===== src/rtl/corr_peak_detector.sv =====
// corr_peak_detector: reports max value/timestamp of each above-threshold excursion (clk, active-low sync rst, enable, in_valid, data_in, threshold -> peak_valid, peak_value, peak_time, busy)
module corr_peak_detector #(
  parameter int DATA_WIDTH = 14,
  parameter int TS_WIDTH   = 16,
  parameter int MAX_WIN    = 32,
  parameter int HOLDOFF    = 16
) (
  input  logic                  clk,
  input  logic                  rst,
  input  logic                  enable,
  input  logic                  in_valid,
  input  logic [DATA_WIDTH-1:0] data_in,
  input  logic [DATA_WIDTH-1:0] threshold,
  output logic                  peak_valid,
  output logic [DATA_WIDTH-1:0] peak_value,
  output logic [TS_WIDTH-1:0]   peak_time,
  output logic                  busy
);
  localparam int RW = $clog2(MAX_WIN + 1);
  localparam int HW = HOLDOFF > 0 ? $clog2(HOLDOFF + 1) : 1;
  typedef enum logic [1:0] {IDLE, TRACK, HOLD} state_t;
  state_t                state, state_n;
  logic [TS_WIDTH-1:0]   ts, max_ts, max_ts_n;
  logic [DATA_WIDTH-1:0] max_v, max_n;
  logic [RW-1:0]         run, run_n;
  logic [HW-1:0]         hold, hold_n;
  logic                  above, report;
  assign above = data_in > threshold;
  always_comb begin
    state_n  = state;
    max_n    = max_v;
    max_ts_n = max_ts;
    run_n    = run;
    hold_n   = hold;
    report   = 1'b0;
    if (!enable) state_n = IDLE;
    else if (in_valid) begin
      if (state == IDLE && above) begin
        max_n    = data_in;
        max_ts_n = ts;
        run_n    = RW'(1);
        state_n  = TRACK;
        report   = (MAX_WIN == 1);
      end
      if (state == TRACK) begin
        run_n = run + 1'b1;
        if (above && data_in > max_v) begin
          max_n    = data_in;
          max_ts_n = ts;
        end
        report = !above || run_n == RW'(MAX_WIN);
      end
      if (state == HOLD) begin
        hold_n  = hold - 1'b1;
        state_n = hold == HW'(1) ? IDLE : HOLD;
      end
      if (report) begin
        state_n = HOLDOFF == 0 ? IDLE : HOLD;
        hold_n  = HW'(HOLDOFF);
      end
    end
  end
  always_ff @(posedge clk) begin
    if (!rst) begin
      state      <= IDLE;
      ts         <= '0;
      max_v      <= '0;
      max_ts     <= '0;
      run        <= '0;
      hold       <= '0;
      peak_valid <= 1'b0;
      peak_value <= '0;
      peak_time  <= '0;
      busy       <= 1'b0;
    end else begin
      state      <= state_n;
      ts         <= in_valid ? ts + 1'b1 : ts;
      max_v      <= max_n;
      max_ts     <= max_ts_n;
      run        <= run_n;
      hold       <= hold_n;
      peak_valid <= report;
      peak_value <= report ? max_n : peak_value;
      peak_time  <= report ? max_ts_n : peak_time;
      busy       <= state_n != IDLE;
    end
  end
endmodule

===== config.mk =====
export PLATFORM = sky130hd
export DESIGN_NAME = corr_peak_detector
export DESIGN_NICKNAME = d
export VERILOG_FILES = /design/src/rtl/corr_peak_detector.sv
export SDC_FILE = /design/constraint.sdc
export NUM_CORES = 1
export LEC_CHECK = 0
export BUFFER_PORTS_ARGS = -buffer_cell sky130_fd_sc_hd__buf_2
export CORE_MARGIN = 2
export CORE_UTILIZATION = 45
export DETAILED_ROUTE_END_ITERATION = 12
export PLACE_DENSITY = 0.72
export SYNTH_ARGS = -nofsm -noshare
export SYNTH_HDL_FRONTEND = slang
export SYNTH_SLANG_ARGS = --single-unit

===== constraint.sdc =====
create_clock -name clk -period 3.5 [get_ports clk]
set_clock_uncertainty 0.1 [all_clocks]
set_input_delay 0.35 -clock clk [delete_from_list [all_inputs] [get_ports clk]]
set_output_delay 0.35 -clock clk [all_outputs]
set_load 0.03 [all_outputs]

# Word level (Yosys, flattened, before mapping)

Cells that the tools add are included.
Widths: inputs -> output; s select.

Logic and storage cells: 54
Register bits after elaboration: 91
Output and inout bits: 32
Bits of input ports: 32

Magnitude comparators: 2
Multiplexer cells: 25
Reductions and logical operators: 10
Equal/unequal tests: 4
Add/subtract/negate cells: 3

Operators with widths:

| operator              | count |
|---|---|
| $mux 16               | 5 |
| $mux 14               | 5 |
| $gt 14x14->1          | 2 |
| $add 16x1->16 const B | 1 |
| $mux 2                | 6 |
| $mux 6                | 2 |
| $mux 5                | 2 |
| $add 6x1->6 const B   | 1 |
| $eq 6x6->1 const B    | 1 |
| $reduce_and 3->1      | 2 |
| $reduce_bool 2->1     | 3 |
| $eq 5x1->1 const B    | 1 |
| $mux 1                | 5 |
| $sub 5x1->5 const B   | 1 |
| $eq 2x1->1 const B    | 1 |
| $eq 2x2->1 const B    | 1 |
| $logic_and 1x1->1     | 2 |
| $logic_not 2->1       | 1 |
| $logic_not 1->1       | 1 |
| $logic_or 1x1->1      | 1 |

# Logic depth before layout (Yosys ltp)

Depth after elaboration: 10
Depth in mapped cells: 11
Mapped depth without buffers: 8

# Worst setup path after synthesis

No wires, ideal clock.

Path kind: input to register
Start: input threshold[5]
End: register peak_time[1]
Path buffers: 1
Arrival time: 2,337 ps
Cell stages on the path: 9
Setup slack: 989 ps
Path through: inv_1 -> ha_1 -> nand4_1 -> o21bai_1 -> a311o_1 -> a2111o_1 -> clkbuf_2 -> or3_1 -> a31oi_1

Longest elaborated chain between the ends: 8
Elaborated cells on any way between the ends: 15
Those cells by class: order compare (1); mux (10); reduce/logical (4)

Ends and longest elaborated chain:

| element              | line | text |
|---|---|---|
| from (decl)          | 13   | `input logic [DATA_WIDTH-1:0] threshold,` |
| $gt 14x14->1 *       | 28   | `assign above = data_in > threshold;` |
| $logic_not 1->1      | 51   | `report = !above \|\| run_n == RW'(MAX_WIN);` |
| $logic_or 1x1->1     | 51   |  |
| $mux 1               | 45   | `if (state == TRACK) begin` |
| $mux 1               | 37   | `else if (in_valid) begin` |
| $mux 1               | 36   | `if (!enable) state_n = IDLE;` |
| $mux 1               | 37   |  |
| $mux 1               | 36   |  |
| to (signal assigned) | 84   | `peak_time <= report ? max_ts_n : peak_time;` |
| to (decl)            | 16   | `output logic [TS_WIDTH-1:0] peak_time,` |

Every way passes the cells marked *; elsewhere a longest branch is shown, timed or not. The select of a mux whose other input is x is not followed.
A chain may end at the register's enable or synchronous reset.

# Final worst setup path

Start: register max_v[12]
End: register peak_value[12]

Longest elaborated chain between the ends: 6
Elaborated cells on any way between the ends: 7
Those cells by class: order compare (1); mux (5); reduce/logical (1)

Ends and longest elaborated chain:

| element                | line | text |
|---|---|---|
| from (decl)            | 24   | `logic [DATA_WIDTH-1:0] max_v, max_n;` |
| from (signal assigned) | 78   | `max_v <= max_n;` |
| $gt 14x14->1           | 47   | `if (above && data_in > max_v) begin` |
| $logic_and 1x1->1      | 47   |  |
| $mux 14                | 47   |  |
| $mux 14                | 45   |  |
| $mux 14                | 37   |  |
| $mux 14 *              | 36   |  |
| to (signal assigned)   | 83   | `peak_value <= report ? max_n : peak_value;` |
| to (decl)              | 15   | `output logic [DATA_WIDTH-1:0] peak_value,` |

Every way passes the cells marked *; elsewhere a longest branch is shown, timed or not.

==> impl_metrics.py <==
metrics = {
    "pwr": {
        "power_leakage_nw": 2.19,
        "power.density_nw_per_um2": 384,
        "power_mw": 1.96,
        "ir_worst_vdd_mv": 0.167,
    },
    "clocking": {
        "clockBufferDepth": 2,
        "numCtsBuffers": 9,
        "tritoncts": "done",
        "cts_hold_buf": 0,
        "clk_pin_slew_ns": 0.09,
        "cts_root_buf": "clkbuf_8",
        "cts_max_level": 3,
        "worst_skew_pair.late_latency_ns": 0.35,
        "cts.sinks": 91,
        "cts.repair.resized": 0,
        "post_cts_buffers": 0,
    },
    "logic_synthesis": {
        "syn_nets": 603,
        "synth_edf_count": 0,
        "yosys_register_bits": 91,
        "postSynthAreaPerCell_um2": 8.32,
        "synth_async_sr_flop_share_pct": 0,
        "ys_warn_count": 0,
        "ys.flop_type": "dfxtp_1",
        "seq_area_frac_synth_pct": 40.6,
        "syn_area_um2": 4490,
        "synthCells": 539,
        "post_synth_num_cell_types": 43,
    },
    "grt": {
        "antenna_found_initial": 0,
        "grt_pass1_vias": 3938,
        "grt_max_degree": 64,
        "grt_overflow": 0,
        "grt_pass1_wl_mm": 18.3,
        "grt_usage_pct": 20.2,
    },
    "die": {
        "std_cell_rows": 36,
        "initial_core_util_pct": 46.1,
        "fp.dieW_um": 104,
        "io_pins": 64,
        "die_h_um": 104,
        "core_area_um2": 9730,
        "dieArea_um2": 10800,
    },
    "setup_path": {
        "critical_path_required_ns": 3.68,
        "r2r_slack_ns": 0.73,
        "arrival_ns": 2.95,
        "crit_fanout": 60,
        "startpoint_type": "register",
        "cp_slowest_cell": "a2111oi_0",
        "end_kind": "register",
        "critical_path.cell_chain": "inv_1 > ha_1 > a21oi_1 > a21boi_0 > a2111oi_0 > a21o_1 > buf_4 > o21ai_0 > a31oi_1",
        "timing.rr.start": "max_v[12]",
        "crit_type": "reg2reg",
        "worstReg2RegEnd": "peak_value[12]",
        "ff2ff_path_depth": 9,
        "max_stage_delay_ns": 0.60,
    },
    "detailed_routing": {
        "remaining_drc_errors": 0,
        "drtPass1Iterations": 5,
        "detail_route.iter0.violations": 272,
        "routed_wl_mm": 10.5,
        "num_vias": 4038,
        "ant_nets": 0,
        "wl_per_cell_um": 14.5,
        "viasPerCell": 5.59,
    },
    "sta": {
        "rsz0062_at_grt": "false",
        "finalSetupViolations": 0,
        "fmaxAchievable_mhz": 361,
        "slew_viol_final": 0,
        "fin_tns_setup_ns": 0,
        "finalCritPeriodShare_pct": 79.2,
        "maxSlewHeadroom_pct": 35.9,
        "worst_pin_slew_ns": 0.959,
        "finalCriticalPeriod_ns": 2.77,
        "hold_violations": 0,
    },
    "finish": {
        "synthToLayoutAreaGrowth_pct": 13.7,
        "antenna_cells": 0,
        "multi_input_area_um2": 2290,
        "fillers": 938,
        "regArea_um2": 1820,
        "final_layout_size_suffix_gt1_share_pct": 15.3,
        "nets": 648,
    },
    "worst_hold_path": {
        "min_path_type": "in2reg",
        "min-delay-start": "enable",
        "whs_path_depth": 2,
        "holdPathEnd": "state[0]",
    },
    "placement": {
        "gp_congestion": 0.816,
        "dp_hpwl_mm": 7.12,
        "port_buffers": 63,
    },
    "run": {
        "maxCapViolCount": 0,
    },
    "outcome": {
        "status": "finished, final reports clean",
    },
}
==> cells in the mapped netlist, drive strengths merged, types with 3 or more instances <==
cell type | n | share of area, %
nand2 | 22 | 1.8
ha | 32 | 8.9
inv | 64 | 5.4
a31oi | 34 | 4.7
a21oi | 50 | 5.6
nand3 | 14 | 1.6
o31ai | 34 | 5.7
and4 | 3 | 0.59
clkbuf | 31 | 2.7
nand4 | 11 | 1.5
dfxtp | 91 | 41
nand2b | 3 | 0.42
or3 | 35 | 4.9
o21ai | 38 | 4.2
xnor2 | 13 | 2.5
nor3 | 4 | 0.45
nor2 | 23 | 1.9
buf | 4 | 0.45
==> registers in the layout, summed over array words and instances, names as in the netlist <==
signal,count
max_ts,16
peak_time,16
ts,16
max_v,14
peak_value,14
run,6
hold,5
state,2
busy,1
peak_valid,1
==> critical path: cells and delay by family, from the launching register on <==
kind | cells | cell delay [ns]
AOI/OAI and AO/OA | 6 | 1.47
adders and majority gates | 1 | 0.31
buffers and inverters | 2 | 0.46
DFF | 1 | 0.33
==> final cells by class <==
type	instances	share of cell area (%)
Clock inverter	6	1.27
Timing Repair Buffer	69	7.55
Multi-Input combinational cell	349	44.8
Clock buffer	10	2.70
Tap cell	133	3.26
Sequential cell	91	35.7
Inverter	64	4.71
==> cell usage in the layout, fill, tap and decap left out, types with 10 or more instances in the layout <==
master	synthesis	routed
xnor2_1	13	13
buf_2	4	63
nand2_1	22	22
or3_1	35	35
nor2_1	23	22
o21ai_0	38	38
o31ai_1	34	34
a21oi_1	50	50
nand4_1	11	11
a31oi_1	34	34
clkbuf_8	0	10
dfxtp_1	91	91
ha_1	32	32
inv_1	63	63
nand3_1	14	14
==> worst max-delay path by stage <==
stage	start	end	slack (ns)	cells past startpoint
2_1_floorplan	threshold[5]	peak_time[1]	0.99	9
3_3_place_gp	data_in[12]	peak_time[12]	0.67	9
3_5_place_dp	data_in[13]	hold[3]	0.56	8
4_1_cts	max_v[12]	peak_value[12]	0.76	9
5_1_grt	max_v[12]	peak_value[12]	0.45	9
6_report	max_v[12]	peak_value[12]	0.73	9
==> per-layer routing <==
metal / vias up / track usage [%] / wire, µm
li1: 2019 / - / -
met1: 1917 / 26.6 / 4920
met2: 93 / 34.2 / 5050
met3: 9 / 4.07 / 393
met4: 0 / 4.92 / 106
met5: - / 0 / 0
==> where the power goes <==
part,switching (mW),internal [mW]
combinational,0.117,0.0714
sequential,0.0101,1.05
clock,0.361,0.349
==> kinds of logic (layout without fill, tap and decap cells) <==
logic type | after synthesis | in the layout | synth area share (%)
buffers and inverters | 99 | 149 | 8.48
muxes | 2 | 2 | 0.446
xor gates and xnor gates | 14 | 14 | 2.73
adders and majority gates | 32 | 32 | 8.92
DFF | 91 | 91 | 40.6
AOI/OAI and AO/OA | 173 | 173 | 23.6
and+or+nand+nor | 128 | 128 | 15.2
==> stage by stage <==
step | hold WS [ns] | setup WS (ns) | utilization [%] | area (µm²) | cells
finish | 0.208 | 0.730 | 52.5 | 5100 | 722
global route | 0.196 | 0.446 | 52.5 | 5100 | 722
CTS | 0.192 | 0.760 | 52.5 | 5100 | 722
detailed placement | 0.366 | 0.563 | 50.4 | 4900 | 706
global placement | 0.354 | 0.669 | 50.4 | 4900 | 706
floorplan | 0.337 | 0.989 | - | 4490 | 539
(Power assumes the default switching activity.)
